`src/rtl/ram_arbiter_pkg.sv`:
```
// ram_arbiter_pkg: shared definitions for the ram_arbiter slice.
//   state_t      - access sequencer states (IDLE, SETUP, STROBE, HOLD)
//   PORT0/PORT1  - requester identifiers used for grant bookkeeping
package ram_arbiter_pkg;

  typedef enum logic [1:0] {
    IDLE   = 2'd0,
    SETUP  = 2'd1,
    STROBE = 2'd2,
    HOLD   = 2'd3
  } state_t;

  localparam logic PORT0 = 1'b0;
  localparam logic PORT1 = 1'b1;

endpackage

```
`src/rtl/rr_arbiter2.sv`:
```
// rr_arbiter2: two-request round-robin grant.
//   clk, rst    - clock, synchronous active-high reset
//   req0, req1  - request lines
//   accept      - the current grant was taken this cycle; advances the pointer
//   gnt0, gnt1  - combinational one-hot (or zero) grant
// When both request, the port not served last wins; reset favours port 0.
module rr_arbiter2
  import ram_arbiter_pkg::*;
(
  input  logic clk,
  input  logic rst,
  input  logic req0,
  input  logic req1,
  input  logic accept,
  output logic gnt0,
  output logic gnt1
);

  logic last;

  always_comb begin
    gnt0 = 1'b0;
    gnt1 = 1'b0;
    if (req0 && req1) begin
      if (last == PORT1) gnt0 = 1'b1;
      else               gnt1 = 1'b1;
    end else if (req0) begin
      gnt0 = 1'b1;
    end else if (req1) begin
      gnt1 = 1'b1;
    end
  end

  always_ff @(posedge clk) begin
    if (rst) begin
      last <= PORT1;
    end else if (accept && (gnt0 || gnt1)) begin
      last <= gnt1 ? PORT1 : PORT0;
    end
  end

endmodule

```
`src/rtl/ram_arbiter.sv`:
```
// ram_arbiter: two-port round-robin arbiter and access sequencer for a
// single-port asynchronous RAM.
//   clk, rst                       - clock, synchronous active-high reset
//   reqN_valid/ready/we/addr/wdata - command handshake for port N (0, 1)
//   rspN_valid/rdata               - one-cycle completion pulse and read data
//   ram_address/data_in/data_out   - RAM address and data buses
//   ram_cs/we/oe                   - RAM strobes
// Optional (macro RAM_ARBITER_STATS_EN): stat_grants0, stat_grants1,
// stat_conflicts - saturating 16-bit event counters.
// Sequence per access: IDLE -> SETUP -> STROBE x ACCESS_CYCLES -> HOLD.
module ram_arbiter
  import ram_arbiter_pkg::*;
#(
  parameter int unsigned ADDR_WIDTH    = 8,
  parameter int unsigned DATA_WIDTH    = 32,
  parameter int unsigned ACCESS_CYCLES = 1
) (
  input  logic                  clk,
  input  logic                  rst,
  input  logic                  req0_valid,
  output logic                  req0_ready,
  input  logic                  req0_we,
  input  logic [ADDR_WIDTH-1:0] req0_addr,
  input  logic [DATA_WIDTH-1:0] req0_wdata,
  output logic                  rsp0_valid,
  output logic [DATA_WIDTH-1:0] rsp0_rdata,
  input  logic                  req1_valid,
  output logic                  req1_ready,
  input  logic                  req1_we,
  input  logic [ADDR_WIDTH-1:0] req1_addr,
  input  logic [DATA_WIDTH-1:0] req1_wdata,
  output logic                  rsp1_valid,
  output logic [DATA_WIDTH-1:0] rsp1_rdata,
  output logic [ADDR_WIDTH-1:0] ram_address,
  output logic [DATA_WIDTH-1:0] ram_data_in,
  input  logic [DATA_WIDTH-1:0] ram_data_out,
  output logic                  ram_cs,
  output logic                  ram_we,
  output logic                  ram_oe
`ifdef RAM_ARBITER_STATS_EN
  ,
  output logic [15:0]           stat_grants0,
  output logic [15:0]           stat_grants1,
  output logic [15:0]           stat_conflicts
`endif
);

  state_t     state, state_next;
  logic [3:0] cnt;
  logic       cmd_we;
  logic       cmd_port;
  logic       idle;
  logic       gnt0, gnt1;
  logic       hs;
  logic       last_strobe;

  // Ready is held low while rst is high so no command is taken during reset.
  assign idle        = (state == IDLE) && !rst;
  assign req0_ready  = idle && gnt0;
  assign req1_ready  = idle && gnt1;
  assign hs          = req0_ready || req1_ready;
  assign last_strobe = (state == STROBE) && (cnt == '0);

  rr_arbiter2 u_rr (
    .clk    (clk),
    .rst    (rst),
    .req0   (req0_valid),
    .req1   (req1_valid),
    .accept (hs),
    .gnt0   (gnt0),
    .gnt1   (gnt1)
  );

  always_comb begin
    state_next = state;
    ram_cs     = 1'b0;
    ram_we     = 1'b0;
    ram_oe     = 1'b0;
    rsp0_valid = 1'b0;
    rsp1_valid = 1'b0;
    unique case (state)
      IDLE:   if (hs) state_next = SETUP;
      SETUP:  state_next = STROBE;
      STROBE: begin
        ram_cs = 1'b1;
        ram_we = cmd_we;
        ram_oe = !cmd_we;
        if (cnt == '0) state_next = HOLD;
      end
      HOLD: begin
        rsp0_valid = (cmd_port == PORT0);
        rsp1_valid = (cmd_port == PORT1);
        state_next = IDLE;
      end
      default: state_next = IDLE;
    endcase
  end

  always_ff @(posedge clk) begin
    if (rst) begin
      state       <= IDLE;
      cnt         <= '0;
      cmd_we      <= 1'b0;
      cmd_port    <= PORT0;
      ram_address <= '0;
      ram_data_in <= '0;
      rsp0_rdata  <= '0;
      rsp1_rdata  <= '0;
    end else begin
      state <= state_next;
      // The latched command drives the RAM buses directly, so they only move
      // on a new handshake and stay put from SETUP through HOLD and IDLE.
      if (hs) begin
        cmd_we      <= req1_ready ? req1_we : req0_we;
        cmd_port    <= req1_ready ? PORT1 : PORT0;
        ram_address <= req1_ready ? req1_addr : req0_addr;
        ram_data_in <= req1_ready ? req1_wdata : req0_wdata;
      end
      if (state == SETUP) begin
        cnt <= 4'(ACCESS_CYCLES - 1);
      end else if ((state == STROBE) && (cnt != '0)) begin
        cnt <= cnt - 4'd1;
      end
      if (last_strobe) begin
        if (cmd_port == PORT0) rsp0_rdata <= cmd_we ? '0 : ram_data_out;
        else                   rsp1_rdata <= cmd_we ? '0 : ram_data_out;
      end
    end
  end

`ifdef RAM_ARBITER_STATS_EN
  always_ff @(posedge clk) begin
    if (rst) begin
      stat_grants0   <= '0;
      stat_grants1   <= '0;
      stat_conflicts <= '0;
    end else begin
      if (req0_ready && (stat_grants0 != '1)) stat_grants0 <= stat_grants0 + 16'd1;
      if (req1_ready && (stat_grants1 != '1)) stat_grants1 <= stat_grants1 + 16'd1;
      if (hs && req0_valid && req1_valid && (stat_conflicts != '1))
        stat_conflicts <= stat_conflicts + 16'd1;
    end
  end
`endif

endmodule
```
`config.mk`:
```
export PLATFORM = sky130hd
export DESIGN_NAME = ram_arbiter
export DESIGN_NICKNAME = d
export VERILOG_FILES = /design/src/rtl/ram_arbiter_pkg.sv /design/src/rtl/rr_arbiter2.sv /design/src/rtl/ram_arbiter.sv
export SDC_FILE = /design/constraint.sdc
export NUM_CORES = 1
export LEC_CHECK = 0
export CAP_MARGIN = 0
export CELL_PAD_IN_SITES_DETAIL_PLACEMENT = 1
export CELL_PAD_IN_SITES_GLOBAL_PLACEMENT = 1
export CORE_MARGIN = 2
export CORE_UTILIZATION = 30
export DETAILED_ROUTE_END_ITERATION = 7
export PLACE_DENSITY = 0.76
export RECOVER_POWER = 100
export SLEW_MARGIN = 20
export SYNTH_ARGS = -nofsm -noshare
export SYNTH_HDL_FRONTEND = slang
export SYNTH_SLANG_ARGS = --single-unit
```
`constraint.sdc`:
```
create_clock -name clk -period 2.6 [get_ports clk]
set_clock_uncertainty 0.15 [all_clocks]
set_input_delay 0.39 -clock clk [delete_from_list [all_inputs] [get_ports clk]]
set_output_delay 0.39 -clock clk [all_outputs]
set_load 0.005 [all_outputs]
```
Word-level counts from Yosys, hierarchy flattened
Index checks and enable logic that the tools add are counted. Widths: inputs -> output; s select.

Register bits: 113. Input bits: 118. Output and inout bits: 111.

Add/sub/neg operators: 1. Equality and inequality tests: 5. Mux-type cells: 21. Bitwise gates (word level): 1. Reductions and logical operators: 18.

Operators by type and width (count): $mux 32 (2); $mux 1 (15); $mux 8 (1); $pmux 2 s4 (1); $logic_and 1x1->1 (7); $reduce_and 2->1 (3); $eq 2x2->1 const B (2); $logic_not 4->1 (1); $mux 2 (2); $reduce_bool 4->1 (1); $sub 4x1->4 const B (1); $eq 2x1->1 const B (1); $logic_not 1->1 (2); $logic_not 2->1 (1); $logic_or 1x1->1 (2); $ne 2x1->1 const B (1); $ne 2x2->1 const B (1); $reduce_or 2->1 (1); $not 1->1 (1).

Logic depth before layout (Yosys ltp)
Depth after elaboration: 7. Depth in mapped cells: 7.

By module
Synthesis repeated with hierarchy kept, for this count alone.

Cells, all modules: 604. Area total of the unflattened synthesis: 4892.2 um^2.

By module, submodules not included: ram_arbiter (instances 1, cells an instance 597, area each 4830.9 um^2, sequential area each 2242.2 um^2); rr_arbiter2 (instances 1, cells an instance 7, area each 61.3 um^2, sequential area each 20.0 um^2).

Least setup slack after synthesis
Ideal clock, no wire load.

Path type: reg2out. From: register state[0]. To: output req1_ready. Data arrival time: 1.377 ns. Required time: 2.060 ns. Path slack: 0.683 ns. Stages on the path, launching flop included: 8. Buffers on the path: 2. Cells stage by stage: dfxtp_1 > inv_1 > ha_1 > nand3b_1 > or2_1 > buf_6 > buf_6 > inv_1.

Cells in the longest elaborated chain, start to end: 3.

RTL lines: from (decl) (line ram_arbiter.sv:48) `state_t state, state_next;`; from (signal assigned) (line ram_arbiter.sv:110) `state <= state_next;`; $logic_not 2->1 (line ram_arbiter.sv:58) `assign idle = (state == IDLE) && !rst;`; $logic_and 1x1->1 (line ram_arbiter.sv:58); $logic_and 1x1->1 (line ram_arbiter.sv:60) `assign req1_ready = idle && gnt1;`; to (decl) (line ram_arbiter.sv:28) `output logic req1_ready,`.

Every way passes these cells.

Worst setup path after layout
From: register state[0]. To: output req0_ready.

Cells in the longest elaborated chain, start to end: 3.

RTL lines: $logic_not 2->1 (line ram_arbiter.sv:58); $logic_and 1x1->1 (line ram_arbiter.sv:58); $logic_and 1x1->1 (line ram_arbiter.sv:59) `assign req0_ready = idle && gnt0;`; to (decl) (line ram_arbiter.sv:21) `output logic req0_ready,`.

Every way passes these cells.

==> results.md <==
Cells and area:
- The fraction of layout instances using a drive strength above 1 is 0.124.
- The count of cells in the finished layout, fillers not included, comes to 1056.
- The multi-input combinational cells in the finished layout cover a total of 0.00278 mm².
- Compared with the post-synthesis result, the final layout area differs by 56.6%.
- The core utilization of the finished layout is 0.483.
- After filler insertion, the fill cell instance count of the layout stands at 1952.
- The combined flip-flop and latch cell area is 0.00226 mm².
- The final net count is 942.
- The repair_antennas step left the layout with diodes totalling 0.

Power:
- The power density relative to cell area is 863 mW/mm².
- In this run the static leakage power is 3.06 nW.
- Overall power consumption after layout is estimated at 0.00724 W.
- The largest voltage drop on the vdd net is 0.476 mV.

Synth:
- Counting instances in the post-synthesis netlist gives the leading cell types as 113 x dfxtp_1, 109 x a21oi_1, 83 x nor3_1, 65 x nand3_1, 65 x o21ai_0.
- The post-synthesis instance total is 632.
- Synthesis instantiated 38 different standard cells from the library.
- The total standard cell area after synthesis is 0.00536 mm².
- Summed over all instances, the cell type with the most area after synthesis is dfxtp_1.
- The Yosys step of the flow raised 0 warnings.
- For this run, asynchronously set or reset flops after synthesis account for 0.
- The average footprint of a synthesized cell is 8.48 µm².
- Synthesis produced a netlist with a net count of 756.
- In the post-synthesis netlist, the biggest area contributors are dfxtp_1 42%, a2111oi_2 11%, a21oi_1 10%.
- In this run, synthesis produced a sequential element count of 113.
- Of the post-synthesis cell area, the dominant cell type holds 0.422.
- For this run, the leading register cell type out of synthesis is dfxtp_1.
- The share of the Yosys chip area taken by registers is 0.422.
- The cell with the most instances after synthesis is dfxtp_1.
- The number of enable-type register cells in the synthesized netlist is 0.

Clocking:
- The sink count of the clock tree is 113.
- In this run the number of H-tree levels came out at 4.
- The post-CTS setup repair buffer count is 0.
- After clock tree synthesis, the clock-pin slew on the worst setup and hold paths is 50 ps.
- TritonCTS built the clock tree.
- Clock latency on the worst-skew pair, taken at its later pin, is 410 ps.
- Buffers inserted during clock tree synthesis total 17.
- The clock passes through at most 2 buffers.
- The tree is rooted in a clkbuf_16.

Die:
- The die is 138 µm wide.
- 229 I/O pins were placed.
- The die covers 0.0190 mm².
- The initial standard-cell utilization of the core is 0.309.
- After floorplanning, the core was sized to cover 0.0174 mm².
- The die is 138 µm tall.
- The floorplan has 48 rows.

Route:
- After detailed routing, the average wire length per cell comes to 19.5 µm.
- The residual DRC count is 0.
- For this block, wires on met1 add up to 8920 µm.
- The overall routed net length is 20600 µm.
- The highest metal layer carrying signal wires in the routed design is met4.
- Dividing the detail-routed via count by the number of cells gives 5.41.
- The total met3 wirelength after detailed routing is 950 µm.
- The DRC violation total after the first TritonRoute iteration is 259.
- The first detailed-routing pass took 5 iterations.
- Once detail routing completed, the nets flagged for antenna violations numbered 0.
- The count of vias placed by the detailed router is 5708.
- The routed design uses 10200 µm of met2 wire.

Timing:
- The final cycle utilization of the critical path is 0.973.
- The top achievable clock speed is 395 MHz.
- The setup TNS is 0 ps.
- Headroom to the max-slew limit came out at 0.299.
- The post-route minimum period is 2530 ps.
- The transition time at the pin with the least slew margin is 1050 ps.
- Final hold analysis gives a worst-case slack of 324 ps.
- The number of failing setup endpoints in the final timing report is 0.
- The count of pins over their slew limit is 0.
- Setup repair after global routing could not meet its margin everywhere.
- The count of endpoints failing hold in the final timing report was 0.

Flow run:
- The number of maximum-capacitance constraint violations is 0.

Global routing:
- The total overflow left after global routing is 0.
- The via count of the first global-routing pass was 6043.
- Entering global routing, the biggest net connects 81 pins.
- The global-route usage over all layers is 0.217.
- The first global-routing pass estimated 31900 µm of wire.
- The number of antenna violations at the first check in global routing came to 0.

Placement:
- The placed wire-length estimate is 13800 µm.
- The congestion estimate from routability-driven global placement came to 0.780.
- Counting tap cells, the placed design contains a total of 1024 instances.
- Input and output buffers added on the ports amount to 228.

Critical path:
- The critical path capture point is req0_ready.
- Among all stages on the critical path, the largest delay is contributed by clkdlybuf4s50_1.
- Data arrives at the worst endpoint at 1990 ps.
- The launch instance of the worst register-to-register path is state[0].
- The category of the worst setup path launch point is a register.
- The category of cells accounting for the largest share of critical-path delay is buffers and inverters.
- The worst reg-to-reg setup slack is 270 ps.
- The critical path buffer and inverter count is 2.
- The maximum fanout along the worst path is 7.
- The delay of the slowest cell on the worst path is 560 ps.
- The endpoint identified for the worst register-to-register timing path is rsp1_rdata[28].
- The setup path with the least slack is of type reg -> out.
- The worst setup path is captured at an output pin.
- The critical path depth in cells is 5.
- The data required time at the worst endpoint is 2060 ps.
- Measured in cells, the most critical reg-to-reg path has a length of 6.
- The startpoint of the most critical setup path is state[0].
- Walking the worst path, the cells encountered are inv_2 > ha_4 > nor2b_4 > and3_1 > clkdlybuf4s50_1.

Hold path:
- The type of the worst min-delay path is reg -> reg.

Status:
- The run finished with clean final reports.
## sequential cells by signal, indices dropped and copies added (netlist names)
signal and count:
ram_data_in 32, rsp0_rdata 32, rsp1_rdata 32, ram_address 8, cnt 4, state 2
cmd_port 1, cmd_we 1, u_rr.last 1
## worst register-to-register path, stage by stage (launching register included)
cell	delay (ps)
dfxtp_1	350
inv_2	130
ha_4	260
nor4bb_4	300
clkbuf_4	640
nand3_1	230
a21oi_1	190
## through the flow
step | worst slack, ps | instance area [µm²]
global route | -15.4 | 8390
CTS | 56.6 | 8390
global placement | 159 | 7770
finish | 71.4 | 8390
floorplan | 683 | 5360
detailed placement | 146 | 7770
## cell type report
type / count / share of cell area
multi-input cells: 434 / 0.331
repair buffers: 245 / 0.290
flip-flops and latches: 113 / 0.270
clock buffers: 17 / 0.0507
well taps: 225 / 0.0335
clock inverters: 15 / 0.0219
inverters: 7 / 0.00313
## worst min-delay path by stage
stage                   startpoint             end  slack, ps  cells past startpoint
floorplan                 state[1]        state[1]        320                      2
global placement    rsp1_rdata[19]  rsp1_rdata[19]        310                      2
detailed placement  rsp0_rdata[22]  rsp0_rdata[22]        320                      2
CTS                 rsp0_rdata[22]  rsp0_rdata[22]        330                      2
global route        rsp0_rdata[22]  rsp0_rdata[22]        360                      2
finish              rsp0_rdata[22]  rsp0_rdata[22]        320                      2
## metal layers
metal | up-vias | track usage
met1 | 2818 | 0.269
met5 | - | 0
li1 | 2701 | -
met4 | 0 | 0.0893
met2 | 156 | 0.365
met3 | 33 | 0.0449
## cell usage in the layout, fill, tap and decap left out, types with 2 or more instances in the layout
master / instances
and3_1: 2
clkdlybuf4s50_1: 122
clkbuf_16: 17
and2_1: 3
dlygate4sd3_1: 104
buf_4: 15
nand2b_1: 2
buf_12: 2
nand2_1: 2
dfxtp_1: 112
a2111oi_0: 3
ha_1: 4
or2_2: 3
bufinv_16: 3
inv_2: 3
clkinv_4: 3
clkinv_2: 2
nor3_1: 83
o21ai_0: 65
clkinvlp_4: 3
inv_1: 4
nor2b_1: 34
inv_6: 4
a2111oi_2: 38
ha_4: 2
nand3_1: 65
a21oi_1: 109
## power by group
part	internal [W]	total (W)	switching [W]
logic	0.00113	0.00263	0.00150
registers	0.00203	0.00221	0.000183
clock network	0.00152	0.00240	0.000885
total	0.00467	0.00724	0.00257
## cell families after synthesis
family                   after synthesis  synth area share
buffers and inverters                 85            0.0705
AO/OA/AOI/OAI                        224             0.288
multiplexers                           1           0.00187
flip-flops                           113             0.422
adder cells (fa/ha/maj)                6            0.0140
XOR/XNOR                               1           0.00163
AND/OR/NAND/NOR                      202             0.202
## what timing repair did
| action | CTS | global route |
|---|---|---|
| hold endpoints to repair | 0 | 0 |
| gates resized for setup | 5 | 2 |
| setup endpoints to repair | 4 | 2 |
| hold buffers | 0 | 0 |
Note: power is estimated with default switching activity, not from simulation.
